===== config.mk =====
export PLATFORM = sky130hd
export DESIGN_NAME = project4_calculator
export DESIGN_NICKNAME = d
export VERILOG_FILES = /design/src/rtl/project4_calculator.sv
export SDC_FILE = /design/constraint.sdc
export NUM_CORES = 1
export LEC_CHECK = 0
export BUFFER_PORTS_ARGS = -buffer_cell sky130_fd_sc_hd__buf_4
export CORE_ASPECT_RATIO = 0.6
export CORE_MARGIN = 3
export CORE_UTILIZATION = 40
export CTS_CLUSTER_DIAMETER = 150
export DETAILED_ROUTE_END_ITERATION = 10
export GPL_ROUTABILITY_DRIVEN = 0
export PLACE_DENSITY = 0.62
export SLEW_MARGIN = 40
export SYNTH_ARGS = -nofsm -noshare
export SYNTH_HDL_FRONTEND = slang
export SYNTH_SLANG_ARGS = --single-unit

===== constraint.sdc =====
create_clock -name CLOCK_50 -period 3.6 [get_ports CLOCK_50]
set_input_delay 0.18 -clock CLOCK_50 [delete_from_list [all_inputs] [get_ports CLOCK_50]]
set_output_delay 0.18 -clock CLOCK_50 [all_outputs]
set_load 0.01 [all_outputs]

===== src/rtl/project4_calculator.sv =====
// 4-bit signed calculator driving 7-segment displays; every HEX output is registered.
// Optional sticky overflow indicator on HEX0 when STICKY_OVF_EN is defined.
module project4_calculator (
  input  logic       CLOCK_50,
  input  logic       RESET,
  input  logic [2:0] KEY,
  input  logic [7:0] SW,
  output logic [6:0] HEX7,
  output logic [6:0] HEX6,
  output logic [6:0] HEX5,
  output logic [6:0] HEX4,
  output logic [6:0] HEX3,
  output logic [6:0] HEX2,
  output logic [6:0] HEX0
);

  localparam logic [6:0] SEG_BLANK = 7'h7F;
  localparam logic [6:0] SEG_MINUS = 7'h3F;
  localparam logic [6:0] SEG_E     = 7'h06;

  // Segment pattern for a magnitude 0..8, active-low {g,f,e,d,c,b,a}.
  function automatic logic [6:0] seg_digit(input logic [3:0] m);
    case (m)
      4'd0:    seg_digit = 7'h40;
      4'd1:    seg_digit = 7'h79;
      4'd2:    seg_digit = 7'h24;
      4'd3:    seg_digit = 7'h30;
      4'd4:    seg_digit = 7'h19;
      4'd5:    seg_digit = 7'h12;
      4'd6:    seg_digit = 7'h02;
      4'd7:    seg_digit = 7'h78;
      4'd8:    seg_digit = 7'h00;
      default: seg_digit = SEG_BLANK;
    endcase
  endfunction

  // |v| as an unsigned magnitude; -8 yields 4'b1000 = 8.
  function automatic logic [3:0] mag4(input logic [3:0] v);
    mag4 = v[3] ? (~v + 4'd1) : v;
  endfunction

  function automatic logic [6:0] seg_sign(input logic [3:0] v);
    seg_sign = v[3] ? SEG_MINUS : SEG_BLANK;
  endfunction

  logic [3:0] op_a;
  logic [3:0] op_b;
  logic [3:0] res;
  logic       ovf;
  logic       res_valid;
  logic [6:0] res_sign_seg;
  logic [6:0] res_mag_seg;
  logic       sticky;
  logic       show_e;

  assign op_a = SW[7:4];
  assign op_b = SW[3:0];

  always_comb begin
    res       = 4'd0;
    ovf       = 1'b0;
    res_valid = 1'b1;
    case (KEY)
      3'b000: begin
        res = op_a + op_b;
        ovf = (op_a[3] == op_b[3]) && (res[3] != op_a[3]);
      end
      3'b001: begin
        res = op_b + op_a;
        ovf = (op_a[3] == op_b[3]) && (res[3] != op_b[3]);
      end
      3'b010: begin
        res = op_a - op_b;
        ovf = (op_a[3] != op_b[3]) && (res[3] != op_a[3]);
      end
      3'b011: begin
        res = op_b - op_a;
        ovf = (op_b[3] != op_a[3]) && (res[3] != op_b[3]);
      end
      3'b100: begin
        res = mag4(op_a);
        ovf = (op_a == 4'b1000);
      end
      3'b101: begin
        res = mag4(op_b);
        ovf = (op_b == 4'b1000);
      end
      default: res_valid = 1'b0;
    endcase
  end

  // The wrapped result is never displayed: overflow and reserved ops blank the pair.
  always_comb begin
    res_sign_seg = SEG_BLANK;
    res_mag_seg  = SEG_BLANK;
    if (res_valid && !ovf) begin
      res_sign_seg = seg_sign(res);
      res_mag_seg  = seg_digit(mag4(res));
    end
  end

`ifdef STICKY_OVF_EN
  always_ff @(posedge CLOCK_50) begin
    if (RESET)
      sticky <= 1'b0;
    else if (ovf)
      sticky <= 1'b1;
  end
`else
  assign sticky = 1'b0;
`endif

  assign show_e = ovf || sticky;

  always_ff @(posedge CLOCK_50) begin
    if (RESET) begin
      HEX7 <= SEG_BLANK;
      HEX6 <= SEG_BLANK;
      HEX5 <= SEG_BLANK;
      HEX4 <= SEG_BLANK;
      HEX3 <= SEG_BLANK;
      HEX2 <= SEG_BLANK;
      HEX0 <= SEG_BLANK;
    end else begin
      HEX7 <= seg_sign(op_a);
      HEX6 <= seg_digit(mag4(op_a));
      HEX5 <= seg_sign(op_b);
      HEX4 <= seg_digit(mag4(op_b));
      HEX3 <= res_sign_seg;
      HEX2 <= res_mag_seg;
      HEX0 <= show_e ? SEG_E : SEG_BLANK;
    end
  end

endmodule


==> results.tsv <==
stage	metric	value	unit
run_status	status	finished, final reports clean	
finish	diodes	0	
power_and_ir_drop	vdd_ir_drop_max	0.133	mV
die	dieHeight	62.4	um
die	row_count	19	
clocking	postCtsSetupBuffers	0	
yosys	postSynthCellCount	235	
sta	relSlewSlack	0.685	
critical_path	crit_type	primary input to flip-flop	
global_route	grt_pass1_wl	7.99	mm
critical_path	critPathSlowestCell	fa_1	
yosys	synth_top_area_share	0.236	
yosys	ys_ff_latch	25	
place	dp_hpwl	3.93	mm
finish	num-nets-final	310	
routing	ant_nets	0	
die	fp.dieW	100	um
clocking	cts_buffers	3	
clocking	cts_tree	built	
critical_path	cp.required	3.76	ns
die	dieArea	6240	um2
finish	drive_gt1_frac	0.246	
critical_path	cp-start-kind	primary input	
place	portBuffers	41	
critical_path	crit_chain	buf_4 -> inv_1 -> ha_1 -> inv_1 -> fa_1 -> mux2i_1 -> a211oi_1 -> a21oi_2 -> ha_1 -> or3_1 -> o22a_1 -> a21o_1 -> a211oi_2 -> o31ai_1	
clocking	cts_hold_buf	0	
yosys	ys_seq_area_frac	0.236	
yosys	synth_edf_count	0	
yosys	synth_flop_cell	dfxtp_1	
global_route	grt_use_total	0.156	
yosys	avgSynthCellArea	9.03	um2
place	dp_slack	0.217	ns
sta	drv_slew	0	
critical_path	slowest_delay	0.48	ns
routing	drt_iter0_drc	158	
routing	avgRoutedWirePerCell	14.3	um
yosys	synth_top_cell_by_area	dfxtp_1	
global_route	grt_pass1_vias	1487	
clocking	cts_num_sinks	25	
hold_path	hold_path_startpoint	SW[3]	
finish	multi_input_area	1400	um2
die	start_util	0.440	
clocking	clockBufferDepth	2	
yosys	yosysMostFrequentCell	buf_4	
yosys	synth_area_leaders	dfxtp_1, ha_1, buf_4	
yosys	yosysWarningCount	0	
power_and_ir_drop	powerDensity	347	nW/um2
sta	setup-violations-final	0	
critical_path	crit_path_max_fanout	13	
hold_path	hold_path_class	primary input to flip-flop	
sta	setup_slack	0.472	ns
yosys	synthArstFlopShare	0	
finish	fin_area	2430	um2
global_route	antenna_found_initial	0	
global_route	grt_max_degree	16	
routing	routed_via_density	5.08	
hold_path	hold_depth	2	
yosys	mappedNetlistArea	2120	um2
job	drv_cap	0	
finish	seq_area	500	um2
critical_path	crit_path_end_kind	flip-flop	
finish	post-route-util	0.503	
place	placed_area	2380	um2
routing	wl	4.79	mm
clocking	cts-root-buf	clkbuf_8	
sta	tns	0	ns
die	ios	62	
clocking	clk_pin_slew	0.09	ns
clocking	htreeDepth	1	
sta	min_period	3.13	ns
die	coreArea	4830	um2
clocking	ctsResizeCount	0	
routing	drc	0	
power_and_ir_drop	leakage	1.11	nW
finish	num-fill-cells	461	
global_route	grt-ovfl-total	0	
hold_path	holdPathEnd	HEX5[6]$_SDFF_PP1_	
sta	worst_pin_slew	0.459	ns
sta	fmax	0.320	GHz
critical_path	critPathArrivalTime	3.29	ns
routing	vias	1701	
yosys	synth_commonest_cells	buf_4, dfxtp_1, ha_1	
sta	min_period_over_period	0.869	
finish	area_growth	14.3	%
sta	rsz0062_at_grt	false	
routing	firstDrtPassIters	4	
yosys	synth_cell_types	58	
sta	hold_viol	0	
[cell usage in the layout, fill, tap and decap left out, types with 2 or more instances in the layout]
cell	count
mux2i_1	8
buf_4	45
a32oi_1	3
xnor2_2	2
xor2_1	3
nor3_1	3
conb_1	20
nand2_1	11
o31ai_1	4
nand3_1	3
or3_1	2
a211oi_1	3
a21oi_2	2
and4_1	2
ha_1	21
clkbuf_8	3
a211oi_2	2
nor2b_1	5
a22oi_1	3
a21o_1	5
dfxtp_1	25
o211ai_1	2
a21oi_1	8
o22a_1	2
nand2b_1	7
xnor2_1	3
inv_1	14
fa_1	3
nor2_1	14
a2bb2oi_1	2
and2_1	2
o21ai_0	14
[worst max-delay path by stage]
stage           from                  to  slack (ns)  cells past startpoint
2_1_floorplan  SW[4]  HEX2[3]$_SDFF_PP1_        0.69                     14
3_3_place_gp   SW[4]  HEX2[5]$_SDFF_PP1_        0.22                     14
3_5_place_dp   SW[4]  HEX2[5]$_SDFF_PP1_        0.22                     14
4_1_cts        SW[4]  HEX2[5]$_SDFF_PP1_        0.50                     14
5_1_grt        SW[4]  HEX2[6]$_SDFF_PP1_        0.25                     16
6_report       SW[0]  HEX2[5]$_SDFF_PP1_        0.47                     14
[final cells by class]
class,count,area share
Inverter,15,0.0232
Clock inverter,1,0.00309
Multi-Input combinational cell,183,0.579
Tap cell,63,0.0325
Clock buffer,3,0.0170
Sequential cell,25,0.206
Timing Repair Buffer,45,0.139
[critical path: cells and delay by family]
family          cells  cell delay (ns)
compound gates      6             1.40
fa+ha+maj           3             0.93
buf+inv             3             0.37
mux                 1             0.07
simple gates        1             0.31
[cells by family after synthesis]
family	Yosys count	synth area share
buffers and inverters	46	0.136
xor gates and xnor gates	8	0.0401
muxes	10	0.0495
DFF	25	0.236
AOI/OAI and AO/OA	63	0.230
other	1	0.00177
and+or+nand+nor	58	0.154
adders and majority gates	24	0.152
[metrics by stage]
stage / total power [W] / hold WS [ns] / cells
floorplan: 0.000579 / 0.281 / 254
detailed placement: 0.000673 / 0.430 / 331
global placement: 0.000674 / 0.424 / 331
finish: 0.000841 / 0.152 / 335
CTS: 0.000843 / 0.148 / 335
global route: 0.000905 / 0.143 / 335
[where the power goes]
part | internal [W] | switching, W
clock network | 0.0000784 | 0.0000917
registers | 0.000307 | 0.00000821
logic | 0.000153 | 0.000203
total | 0.000538 | 0.000302
[sequential cells by signal, indices dropped and copies added (netlist names)]
signal,cells
HEX7,1
HEX5,1
HEX0,1
HEX3,1
HEX6,7
HEX2,7
HEX4,7
[layer usage]
metal / global-route usage / up-vias / share of wire / wire length (um)
met3: 0.0334 / 6 / 0.074 / 353
li1: - / 859 / - / -
met2: 0.182 / 61 / 0.35 / 1650
met1: 0.273 / 775 / 0.57 / 2710
met5: 0 / - / 0 / 0
met4: 0.0303 / 0 / 0.013 / 64
No activity file was read; power rests on OpenSTA's default activity.
